==> src/rtl/fifo_pkg.sv <==
// fifo_pkg: shared helpers for the fifo_stream block.
//   ptr_width / cnt_width : pointer and occupancy widths for a given depth
//   ptr_inc               : pointer increment with explicit wrap at depth-1
//   ptr_t / cnt_t         : pointer/count types for the default 11-entry build
package fifo_pkg;

    function automatic int unsigned ptr_width(input int unsigned depth);
        return (depth > 1) ? $clog2(depth) : 1;
    endfunction

    function automatic int unsigned cnt_width(input int unsigned depth);
        return $clog2(depth + 1);
    endfunction

    // Explicit compare so non-power-of-2 depths wrap correctly.
    function automatic int unsigned ptr_inc(input int unsigned ptr, input int unsigned depth);
        return (ptr == depth - 32'd1) ? 32'd0 : ptr + 32'd1;
    endfunction

    localparam int unsigned DEF_DEPTH = 11;
    localparam int unsigned DEF_PTR_W = ptr_width(DEF_DEPTH);
    localparam int unsigned DEF_CNT_W = cnt_width(DEF_DEPTH);

    typedef logic [DEF_PTR_W-1:0] ptr_t;
    typedef logic [DEF_CNT_W-1:0] cnt_t;

endpackage

==> src/rtl/fifo_ram.sv <==
// fifo_ram: DEPTH x WIDTH storage, one synchronous write port, one
// asynchronous read port. Contents are not reset; the owner gates the read
// data while the entry is not valid.
//   clk_i    : clock
//   we_i     : write enable
//   waddr_i  : write address
//   wdata_i  : write data
//   raddr_i  : read address
//   rdata_o  : read data (combinational from raddr_i)
module fifo_ram #(
    parameter int unsigned WIDTH = 128,
    parameter int unsigned DEPTH = 11,
    parameter int unsigned ADDR_W = 4
) (
    input  logic              clk_i,
    input  logic              we_i,
    input  logic [ADDR_W-1:0] waddr_i,
    input  logic [WIDTH-1:0]  wdata_i,
    input  logic [ADDR_W-1:0] raddr_i,
    output logic [WIDTH-1:0]  rdata_o
);

    logic [WIDTH-1:0] mem_q [DEPTH];

    always_ff @(posedge clk_i) begin
        if (we_i) begin
            mem_q[waddr_i] <= wdata_i;
        end
    end

    assign rdata_o = mem_q[raddr_i];

endmodule

==> src/rtl/fifo_stream.sv <==
// fifo_stream: valid/ready stream FIFO with arbitrary depth, occupancy count
// and registered full/empty/almost flags. First-word fall-through: a word
// written in cycle N is presented in cycle N+1.
// Optional packet mode is enabled by defining FIFO_PKT_MODE_EN: a last bit is
// stored per entry and the head is only offered once a complete packet is
// stored (or the FIFO is full, so over-long packets cannot deadlock).
//   clk               : clock, rising edge
//   reset             : asynchronous active-low reset
//   fifo_write_tvalid / fifo_write_tready / fifo_wdata / fifo_wlast : write side
//   fifo_read_tvalid  / fifo_read_tready  / fifo_rdata / fifo_rlast : read side
//   fifo_full, fifo_empty, fifo_almost_full, fifo_almost_empty      : flags
//   fifo_count        : occupancy
module fifo_stream
    import fifo_pkg::*;
#(
    parameter int unsigned DATA_WIDTH = 128,
    parameter int unsigned DEPTH      = 11,
    parameter int unsigned AF_THRESH  = DEPTH - 2,
    parameter int unsigned AE_THRESH  = 1,
    localparam int unsigned CNT_W     = cnt_width(DEPTH)
) (
    input  logic                  clk,
    input  logic                  reset,
    input  logic                  fifo_write_tvalid,
    output logic                  fifo_write_tready,
    input  logic [DATA_WIDTH-1:0] fifo_wdata,
`ifdef FIFO_PKT_MODE_EN
    input  logic                  fifo_wlast,
`endif
    output logic                  fifo_read_tvalid,
    input  logic                  fifo_read_tready,
    output logic [DATA_WIDTH-1:0] fifo_rdata,
`ifdef FIFO_PKT_MODE_EN
    output logic                  fifo_rlast,
`endif
    output logic                  fifo_full,
    output logic                  fifo_empty,
    output logic                  fifo_almost_full,
    output logic                  fifo_almost_empty,
    output logic [CNT_W-1:0]      fifo_count
);

    localparam int unsigned PTR_W = ptr_width(DEPTH);
`ifdef FIFO_PKT_MODE_EN
    localparam int unsigned MEM_W = DATA_WIDTH + 1;
`else
    localparam int unsigned MEM_W = DATA_WIDTH;
`endif

    typedef logic [PTR_W-1:0] idx_t;
    typedef logic [CNT_W-1:0] occ_t;

    idx_t wr_ptr_q, wr_ptr_d;
    idx_t rd_ptr_q, rd_ptr_d;
    occ_t count_q, count_d;
    logic full_q, full_d;
    logic empty_q, empty_d;
    logic af_q, af_d;
    logic ae_q, ae_d;

    logic             wr_en;
    logic             rd_en;
    logic [MEM_W-1:0] ram_wdata;
    logic [MEM_W-1:0] ram_rdata;

    // Full blocks writes even when a read frees a slot in the same cycle.
    assign wr_en = fifo_write_tvalid && !full_q;
    assign rd_en = fifo_read_tvalid && fifo_read_tready;

`ifdef FIFO_PKT_MODE_EN
    occ_t pkt_cnt_q, pkt_cnt_d;
    logic head_last;

    assign ram_wdata = {fifo_wlast, fifo_wdata};
    assign head_last = ram_rdata[DATA_WIDTH];

    always_comb begin
        pkt_cnt_d = pkt_cnt_q;
        if ((wr_en && fifo_wlast) && !(rd_en && head_last)) begin
            pkt_cnt_d = pkt_cnt_q + occ_t'(1);
        end else if (!(wr_en && fifo_wlast) && (rd_en && head_last)) begin
            pkt_cnt_d = pkt_cnt_q - occ_t'(1);
        end
    end

    always_ff @(posedge clk or negedge reset) begin
        if (!reset) begin
            pkt_cnt_q <= '0;
        end else begin
            pkt_cnt_q <= pkt_cnt_d;
        end
    end

    // Full override releases packets longer than the FIFO.
    assign fifo_read_tvalid = !empty_q && ((pkt_cnt_q != '0) || full_q);
    assign fifo_rlast       = fifo_read_tvalid ? head_last : 1'b0;
`else
    assign ram_wdata        = fifo_wdata;
    assign fifo_read_tvalid = !empty_q;
`endif

    always_comb begin
        wr_ptr_d = wr_ptr_q;
        rd_ptr_d = rd_ptr_q;
        count_d  = count_q;
        if (wr_en) begin
            wr_ptr_d = idx_t'(ptr_inc(32'(wr_ptr_q), DEPTH));
        end
        if (rd_en) begin
            rd_ptr_d = idx_t'(ptr_inc(32'(rd_ptr_q), DEPTH));
        end
        if (wr_en && !rd_en) begin
            count_d = count_q + occ_t'(1);
        end else if (rd_en && !wr_en) begin
            count_d = count_q - occ_t'(1);
        end
        // Flags derive from next count so they line up with fifo_count.
        full_d  = (32'(count_d) == DEPTH);
        empty_d = (count_d == '0);
        af_d    = (32'(count_d) >= AF_THRESH);
        ae_d    = (32'(count_d) <= AE_THRESH);
    end

    always_ff @(posedge clk or negedge reset) begin
        if (!reset) begin
            wr_ptr_q <= '0;
            rd_ptr_q <= '0;
            count_q  <= '0;
            full_q   <= 1'b0;
            empty_q  <= 1'b1;
            af_q     <= 1'b0;
            ae_q     <= 1'b1;
        end else begin
            wr_ptr_q <= wr_ptr_d;
            rd_ptr_q <= rd_ptr_d;
            count_q  <= count_d;
            full_q   <= full_d;
            empty_q  <= empty_d;
            af_q     <= af_d;
            ae_q     <= ae_d;
        end
    end

    fifo_ram #(
        .WIDTH  (MEM_W),
        .DEPTH  (DEPTH),
        .ADDR_W (PTR_W)
    ) u_ram (
        .clk_i   (clk),
        .we_i    (wr_en),
        .waddr_i (wr_ptr_q),
        .wdata_i (ram_wdata),
        .raddr_i (rd_ptr_q),
        .rdata_o (ram_rdata)
    );

    // Storage is not reset, so the head is masked whenever it is not offered.
    assign fifo_rdata        = fifo_read_tvalid ? ram_rdata[DATA_WIDTH-1:0] : '0;
    assign fifo_write_tready = !full_q;
    assign fifo_full         = full_q;
    assign fifo_empty        = empty_q;
    assign fifo_almost_full  = af_q;
    assign fifo_almost_empty = ae_q;
    assign fifo_count        = count_q;

endmodule

==> config.mk <==
export PLATFORM = sky130hd
export DESIGN_NAME = fifo_stream
export DESIGN_NICKNAME = d
export VERILOG_FILES = /design/src/rtl/fifo_pkg.sv /design/src/rtl/fifo_ram.sv /design/src/rtl/fifo_stream.sv
export SDC_FILE = /design/constraint.sdc
export NUM_CORES = 1
export LEC_CHECK = 0
export ABC_CLOCK_PERIOD_IN_PS = 26000
export CORE_ASPECT_RATIO = 0.75
export CORE_MARGIN = 2
export CORE_UTILIZATION = 36
export CTS_CLUSTER_DIAMETER = 50
export DETAILED_ROUTE_END_ITERATION = 10
export SETUP_SLACK_MARGIN = 0.4
export SYNTH_ARGS = -nofsm -noshare
export SYNTH_HDL_FRONTEND = slang
export SYNTH_SLANG_ARGS = --single-unit
==> constraint.sdc <==
create_clock -name clk -period 26 [get_ports clk]
set_input_delay 3.9 -clock clk [delete_from_list [all_inputs] [get_ports clk]]
set_output_delay 3.9 -clock clk [all_outputs]
set_load 0.03 [all_outputs]
# [Yosys cells after proc, flatten, opt, wreduce, memory -nomap -nowiden]
# Memory sizes are Yosys's and may differ from the RTL's.
# Index checks and enable logic that the tools add are counted.
[totals] regBits=16 wordCells=33 ram_bits=1408 input_bits=132 out_inout_bits=138 mem_count=1
[mem_list] name="u_ram.mem_q" words=11 word_bits=128 rd=1 rd_ports_with_merged_regs=0 write_ports=1 line="fifo_ram.sv:23" rtl="logic [WIDTH-1:0] mem_q [DEPTH];"
[classes] n_eq_ne=3 mux=7 addsub=4 reduce_logical=9 n_lt_le_gt_ge=2
[ops] operator="$mux 128" count=1
[ops] operator="$mux 4" count=4
[ops] operator="$add 4x1->4 const B" count=3
[ops] operator="$eq 4x4->1 const B" count=3
[ops] operator="$ge 4x4->1 const B" count=1
[ops] operator="$le 4x1->1 const B" count=1
[ops] operator="$logic_and 1x1->1" count=4
[ops] operator="$logic_not 1->1" count=4
[ops] operator="$logic_not 4->1" count=1
[ops] operator="$sub 4x1->4 const B" count=1
[ops] operator="$mux 1" count=2

# [Longest topological paths before layout]
# Gate-level depths: netlist (run 1).
[logic_depth] word_depth=7 mapped_depth=7 mapped_depth_nobuf=5

# [Modules after synthesis]
# From an unflattened synthesis (run 1), not the netlist that was laid out.
[hier_totals] cells_unflattened=3110 hier_area_um2=56594.3
[by_module_without_submodules] mod="fifo_ram" seq_area_each_um2=42280.6 instances=1 cells_per_inst=2893 area_each_um2=54890.1
[by_module_without_submodules] mod="fifo_stream" seq_area_each_um2=402.9 instances=1 cells_per_inst=217 area_each_um2=1704.1

# [Worst setup path before layout (run 1)]
# No wires, ideal clock.
[synth_path] path_type="input port to flip-flop" start="in fifo_write_tvalid" end="mem u_ram.mem_q[4][0] (enable)" n_path_buf=0 t_required_ps=25228 t_arrival_ps=12921 path_stages=4 setup_slack_ps=12307 setup_time_ps=772 cell_sequence="nand2b_1 nor2_1 nand2_1 nor3_1"
[synth_between] elab_chain_cells=3
[synth_lines] item="from (decl)" line="fifo_stream.sv:24" rtl="input logic fifo_write_tvalid,"
[synth_lines] item="$logic_and 1x1->1" line="fifo_stream.sv:67" rtl="assign wr_en = fifo_write_tvalid && !full_q;"
[synth_lines] item="$mux 1" line="fifo_ram.sv:26" rtl="if (we_i) begin"
[synth_lines] item="$mux 1 (not written as such)" line="fifo_ram.sv:27" rtl="mem_q[waddr_i] <= wdata_i;"
[synth_lines] item="to (decl)" line="fifo_ram.sv:23"
# No other way between the ends.

# [Worst setup path in the final report (run 1)]
[layout_path] start="reg rd_ptr_q[0]" end="out fifo_rdata[100]"
[layout_between] elab_chain_cells=2
[layout_lines] item="from (decl)" line="fifo_stream.sv:54" rtl="idx_t rd_ptr_q, rd_ptr_d;"
[layout_lines] item="from (signal assigned)" line="fifo_stream.sv:135" rtl="rd_ptr_q <= rd_ptr_d;"
[layout_lines] item="$mem_v2 11x128"
[layout_lines] item="$mux 128" line="fifo_stream.sv:158" rtl="assign fifo_rdata = fifo_read_tvalid ? ram_rdata[DATA_WIDTH-1:0] : '0;"
[layout_lines] item="to (decl)" line="fifo_stream.sv:32" rtl="output logic [DATA_WIDTH-1:0] fifo_rdata,"
# No other way between the ends.

==> metrics, run 1 <==
R2R Path Start=fifo_full; synth unique cells=32; proportion of layout cells with a drive suffix above 1=around 22%; area share of and/or/nand/nor cells after synthesis=1.838%; initial DRC count=2,012; initial core utilization=36.22%; fin nets=3,004; fmax=98.22 MHz; clock insertion delay at the later pin of the skew report=around 0.8 ns; I/O pin cnt=270; final core utilization=42.72%; WP data required=about 22 ns; top cell type's share of synthesized area=76.70%; kind of critical path=flip-flop to primary output; Final Skew=0.02849 ns; CP startpoint kind=flip-flop; outcome=completed; clock buffer depth=3; top fanout value on the critical path=50; Lkg Pwr=20.09 nW; post-synthesis adder-cell area fraction=0.04539%; Max-Cap Viols=0; top post-synthesis cells by area=edfxtp_1, mux4_2, a211oi_1; total track usage=between 10% and 20%; final hold vios=0; H-tree lvl count=4; post-synthesis mux area share=15.40%; GRT Residual Overflow=0; Slew @ Worst Pin=1.028 ns; I/O Buffers=269; pre-CTS WS=16.41 ns; main combinational cell family by area after synthesis=multiplexers; drt pass-1 iters=5; GP Congestion=0.6764; Mapped Avg Cell Area=21.57 um^2; Slew Viols, Final=0; routed wire length per instance=24.69 um; Site Rows=124; min Tclk post-route=around 10 ns; xor and xnor area share after synthesis=less than 1%; CTS Hold Bufs=0; hold_sp=fifo_count[3]; CTS tree=yes; Root Buffer Master=clkbuf_16; synth warn=0; # clock sinks=1,424; PD cells=116.1 nW/um^2; Die Ht=342.9 um; Die X=455.9 um; register area share after synthesis=77.43%; vias per inst=5.185; post-route clock period utilization=39.16%; Routed WL=123.5 mm; RSZ-0062 raised after global routing=false; vias in the first global route=~27,000; Peak VDD IR=0.0001017 V; area leader, netlist=edfxtp_1; largest net degree at the start of global routing=122; CTS resizes=0; P&R area growth vs syn=17.94%; max_slew headroom=31.47%; clock slew at reported path FFs=0.06 ns; via count=25,936; met2 usage=between 20% and 30%; GR Util met1=21.26%; synthesized instance count=~2,600; Final HPWL DP=59.67 mm; most used routing layer=met2; die area=roughly 160,000 um^2; Setup Fix Bufs, Post-CTS=0; endpoints failing setup=0; DRC=0; Setup crit end kind=primary output; GR Util met3=3.577%; setup TNS=0 ns; Tightest Hold Check Type=flip-flop to flip-flop; Final WS setup=15.82 ns; Core Region=152,200 um^2; antenna violations before repair=9; Compound-Gate Fraction of Synth Area=between 3 and 4%; post-route ant nets=0; CP startpoint=rd_ptr_q[0]; WHS=0.5606 ns; Mapped Nets=2,690; post-synthesis register bit count=1,424; Num CTS Buffers=152; Mapped Area=55,130 um^2; CP arrival=6.28 ns; global-route wire length before repair=181.2 mm
==> final timing paths <==
| kind | slack [ns] | cells after the start | endpoint |
|---|---|---|---|
| min in group asynchronous | 3.56 | 1 | fifo_count[0] |
| worst max-delay path | 15.82 | 8 | fifo_rdata[100] |
| worst min-delay path | 0.56 | 1 | fifo_count[3] |
| worst min register to register | 0.56 | 1 | fifo_count[3] |
| worst max register to register | 22.34 | 6 | u_ram.mem_q[2][0] |
| max in group asynchronous | 21.89 | 1 | rd_ptr_q[3] |
==> final cells by class <==
type	count	area, um^2
clock buffer	184	3988
fill	13063	87190
multi-input combinational	966	11680
timing repair buffer	320	3163
tap	2016	2522
sequential	1424	42700
clock inverter	82	928.4
antenna	4	10.01
inverter	6	22.52
==> kinds of logic after synthesis <==
group	after synthesis
DFF	1424
muxes	512
AOI/OAI and AO/OA	274
and+or+nand+nor	173
buffers and inverters	166
xor gates and xnor gates	5
adders and majority gates	2
==> worst max-delay path: stages, from the launching register on <==
cell             delay [ns]
dfrtp_4                0.94
buf_4                  0.72
buf_4                  0.81
buf_4                  0.89
mux4_2                 0.38
nor2b_1                0.13
a211oi_1               0.07
a211oi_1               0.58
clkdlybuf4s50_1        0.79
==> Yosys cell counts <==
| master | number |
|---|---|
| edfxtp_1 | 1408 |
| a211oi_1 | 257 |
| mux4_2 | 256 |
| nor2b_1 | 133 |
| mux2_2 | 128 |
| mux2i_1 | 128 |
| clkbuf_1 | 80 |
| buf_2 | 47 |
| buf_4 | 14 |
| buf_6 | 14 |
| dfrtp_1 | 14 |
| nor2_1 | 14 |
| nand2_1 | 12 |
| o21ai_0 | 10 |
| inv_1 | 6 |
| buf_1 | 5 |
| nor3_1 | 5 |
| xnor2_1 | 5 |
| nand2b_1 | 3 |
| a22oi_1 | 2 |
| dfstp_2 | 2 |
| ha_1 | 2 |
| nand3_1 | 2 |
| a21o_1 | 1 |
| a31oi_1 | 1 |
| and3_1 | 1 |
| and4b_1 | 1 |
| nor3b_1 | 1 |
| nor4_1 | 1 |
| o211ai_1 | 1 |
| o31a_1 | 1 |
| o31ai_1 | 1 |
==> stage by stage <==
step	area [um^2]	std cells	power (W)
floorplan	55130	2556	0.004659
global placement	60090	4732	0.005509
detailed placement	60090	4732	0.005517
CTS	65000	4998	0.007680
global route	65010	5000	0.007898
finish	65010	5002	0.007550
==> cells in the final DEF (no fill, tap or decap), drive strengths merged, types with 12 or more instances in the layout <==
master            n
a211oi          257
buf              51
bufinv           15
clkbuf          184
clkdlybuf4s50   269
clkinv           48
dfrtp            14
edfxtp         1408
inv              20
mux2            128
mux2i           128
mux4            256
nand2            12
nor2             14
nor2b           133
==> sequential cells by signal (all words and copies together) (netlist names) <==
name and cells:
fifo_almost_empty 1, rd_ptr_q 4, u_ram.mem_q 1408, fifo_full 1, fifo_almost_full 1, wr_ptr_q 4
fifo_empty 1, fifo_count 4
==> where the power goes <==
group,leakage (nW),switching (W),internal (W),total (W)
registers,12.9,0.000111,0.00279,0.00290
logic,4.79,0.00144,0.00106,0.00251
clock network,2.39,0.000893,0.00125,0.00214
==> routing by layer <==
metal  wire length (um)  share of wire, %  up-vias
met5                 53             0.043        -
met4               2304               1.9        8
met3               6325               5.1      165
met2              60600                49      570
met1              54190                44    13850
li1                   -                 -    11343
Note: power is estimated with default switching activity, not from simulation.
==> inputs of run 2 (changes only) <==
--- a/config.mk
+++ b/config.mk
@@ -5,7 +5,7 @@
 export SDC_FILE = /design/constraint.sdc
 export NUM_CORES = 1
 export LEC_CHECK = 0
-export ABC_CLOCK_PERIOD_IN_PS = 26000
+export ABC_CLOCK_PERIOD_IN_PS = 8300
 export CORE_ASPECT_RATIO = 0.75
 export CORE_MARGIN = 2
 export CORE_UTILIZATION = 36
==> constraint.sdc (replaced) <==
create_clock -name clk -period 8.3 [get_ports clk]
set_input_delay 1.245 -clock clk [delete_from_list [all_inputs] [get_ports clk]]
set_output_delay 1.245 -clock clk [all_outputs]
set_load 0.03 [all_outputs]
==> run 2 against run 1 <==
Clock-buffer cell count up 12; sequential share of layout area up 0.084 points; critical path depth decreased by 2; total power rose to 3.1 times the previous value; global-route usage is essentially flat; critical path type unchanged; critical endpoint is now fifo_rdata[34]; largest cell class unchanged; highest routed layer unchanged.
==> metrics, run 2 (same netlist as run 1, synthesis figures left out) <==
# clock sinks=1,424 (unchanged); Cell Chain, Critical Path=buf_12 > mux4_2 > nor2b_1 > a211oi_1 > a211oi_1 > clkdlybuf4s50_1 (was buf_4 > buf_4 > buf_4 > mux4_2 > nor2b_1 > a211oi_1 > a211oi_1 > clkdlybuf4s50_1); Max-Cap Viols=0 (unchanged); clock insertion delay at the later pin of the skew report=0.78 ns (about the same); outcome=completed (unchanged); WP data required=7.05 ns (was 22.10 ns); CP startpoint=rd_ptr_q[1] (was rd_ptr_q[0]); Lkg Pwr=20.04 nW (was 20.09 nW); Setup crit end kind=primary output (unchanged); RSZ-0062 raised after global routing=false (unchanged); final non-filler cell total=5,004 (was 5,002); commonest non-fill, non-tap cell in the layout=edfxtp_1 (unchanged); I/O Buffers=269 (unchanged); Final WS setup=2.641 ns (was 15.82 ns); Setup crit end=fifo_rdata[34] (was fifo_rdata[100]); reg2reg path depth=5 (was 6); Critical path buffers and inverters=2 (was 4); initial core utilization=36.22% (unchanged); I/O pin cnt=270 (unchanged); antenna violations before repair=14 (was 9); R2R Path Start=fifo_full (unchanged); min Tclk post-route=5.659 ns; Slew Viols, Final=0 (unchanged); vias in the first global route=27,142 (was 26,733); Design Area, Final=64,930 um^2 (was 65,010 um^2); PD cells=361.4 nW/um^2 (was 116.1 nW/um^2); FF-to-FF End=u_ram.mem_q[3][76] (was u_ram.mem_q[2][0]); reg2reg setup slack=5.06 ns (was 22.34 ns); GP Congestion=0.6886 (was 0.6764); fin nets=3,001 (was 3,004); CP arrival=4.41 ns (was 6.28 ns); Num CTS Buffers=151 (was 152); final hold vios=0 (unchanged); Site Rows=124 (unchanged); Setup Fix Bufs, Post-CTS=0 (unchanged); DRC=0 (unchanged); initial DRC count=2,000 (was 2,012); Die Ht=342.9 um (unchanged); global-route wire length before repair=182.3 mm (was 181.2 mm); post-route clock period utilization=68.19%; top fanout value on the critical path=119 (was 50); most frequent cells in the layout=edfxtp_1, clkdlybuf4s50_1, a211oi_1 (unchanged); clock buffer depth=3 (unchanged); endpoints failing setup=0 (unchanged); WP depth=6 (was 8); max_slew headroom=25.76% (was 31.47%); Biggest register=u_ram.mem_q (unchanged); Peak VDD IR=0.0003304 V (was 0.0001017 V); proportion of layout cells with a drive suffix above 1=22.05% (was 22.40%); Die X=455.9 um (unchanged); Critical Path Max Stage Delay=0.81 ns (was 0.94 ns); total track usage=15.74% (about the same); Placed Area=60,150 um^2 (was 60,090 um^2); largest net degree at the start of global routing=124 (was 122); P&R area growth vs syn=17.79% (was 17.94%); via count=26,062 (was 25,936); die area=156,300 um^2 (unchanged); CTS resizes=0 (unchanged); Root Buffer Master=clkbuf_16 (unchanged); fmax=roughly 180 MHz; vias per inst=5.208 (was 5.185); max reg flops=1,408 (unchanged); Routed WL=123.7 mm (was 123.5 mm); DP Cell Count=4,730 (was 4,732); CTS Hold Bufs=0 (unchanged); most frequent CP cell=a211oi_1 (was buf_4); drt pass-1 iters=7 (was 5); GRT Residual Overflow=0 (unchanged); post-route ant nets=0 (unchanged); Crit-path slowest cell=dfrtp_4 (unchanged); Final HPWL DP=61.95 mm (was 59.67 mm); Tightest Hold Check Type=flip-flop to flip-flop (unchanged); clock slew at reported path FFs=0.06 ns (about the same); Final Skew=0.03647 ns (was 0.02849 ns); setup TNS=0 ns (unchanged); Slew @ Worst Pin=1.114 ns (was 1.028 ns); kind of critical path=flip-flop to primary output (unchanged); CP startpoint kind=flip-flop (unchanged); Core Region=152,200 um^2 (unchanged); CTS tree=yes (unchanged); H-tree lvl count=4 (unchanged); routed wire length per instance=24.72 um (was 24.69 um); Top delay family on crit path=buffers and inverters (unchanged); pre-CTS WS=3.483 ns (was 16.41 ns)
[run 2: cell types whose count changed in the layout (fill, tap and decap cells not counted), sizes merged]
cell,change
clkbuf,+12
inv,+4
clkinvlp,-3
clkinv,-1
bufinv,-8
buf,-2
[run 2: final cells by class]
type	count	area, um^2
multi-input combinational	966	11700
inverter	6	22.52
clock buffer	196	4040
tap	2016	2522
clock inverter	74	726.9
timing repair buffer	318	3211
fill	13085	87270
antenna	4	10.01
sequential	1424	42700
[run 2: power breakdown]
group / internal (W) / total [W] / switching, W
combinational: 0.00337 / 0.00787 / 0.00451
clock: 0.00369 / 0.00648 / 0.00279
sequential: 0.00874 / 0.00911 / 0.000369
[run 2: through the flow]
step | total power (W) | hold slack, ns | util, %
finish | 0.02347 | 0.5740 | 42.66
global route | 0.02455 | 0.6220 | 42.66
CTS | 0.02386 | 0.5686 | 42.65
detailed placement | 0.01731 | 0.5537 | 39.52
global placement | 0.01728 | 0.5058 | 39.52
floorplan | 0.01456 | 0.4857 | -
[run 2: metal layers]
metal	share of wire [%]	GRT usage (%)	wire, um
met2	50	26.32	61340
met4	2.2	4.556	2697
met3	4.3	3.209	5323
met5	0.083	0	103
met1	44	20.90	54230
[run 2: how the worst min path moves through the flow]
| stage | start | cells after the start | slack (ns) | endpoint |
|---|---|---|---|---|
| floorplan | wr_ptr_q[3] | 2 | 0.49 | wr_ptr_q[3] |
| global route | fifo_count[3] | 1 | 0.62 | fifo_count[3] |
| CTS | wr_ptr_q[3] | 2 | 0.57 | wr_ptr_q[3] |
| detailed placement | wr_ptr_q[3] | 2 | 0.55 | wr_ptr_q[3] |
| finish | wr_ptr_q[3] | 2 | 0.57 | wr_ptr_q[3] |
| global placement | wr_ptr_q[3] | 2 | 0.51 | wr_ptr_q[3] |
[run 2: worst register-to-register path, stage by stage (launching register included)]
cell and delay (ns):
dfrtp_1 0.41, nand2b_1 0.26, nor2_1 0.21, nand2_1 0.26, nor2_4 0.85, buf_4 0.78
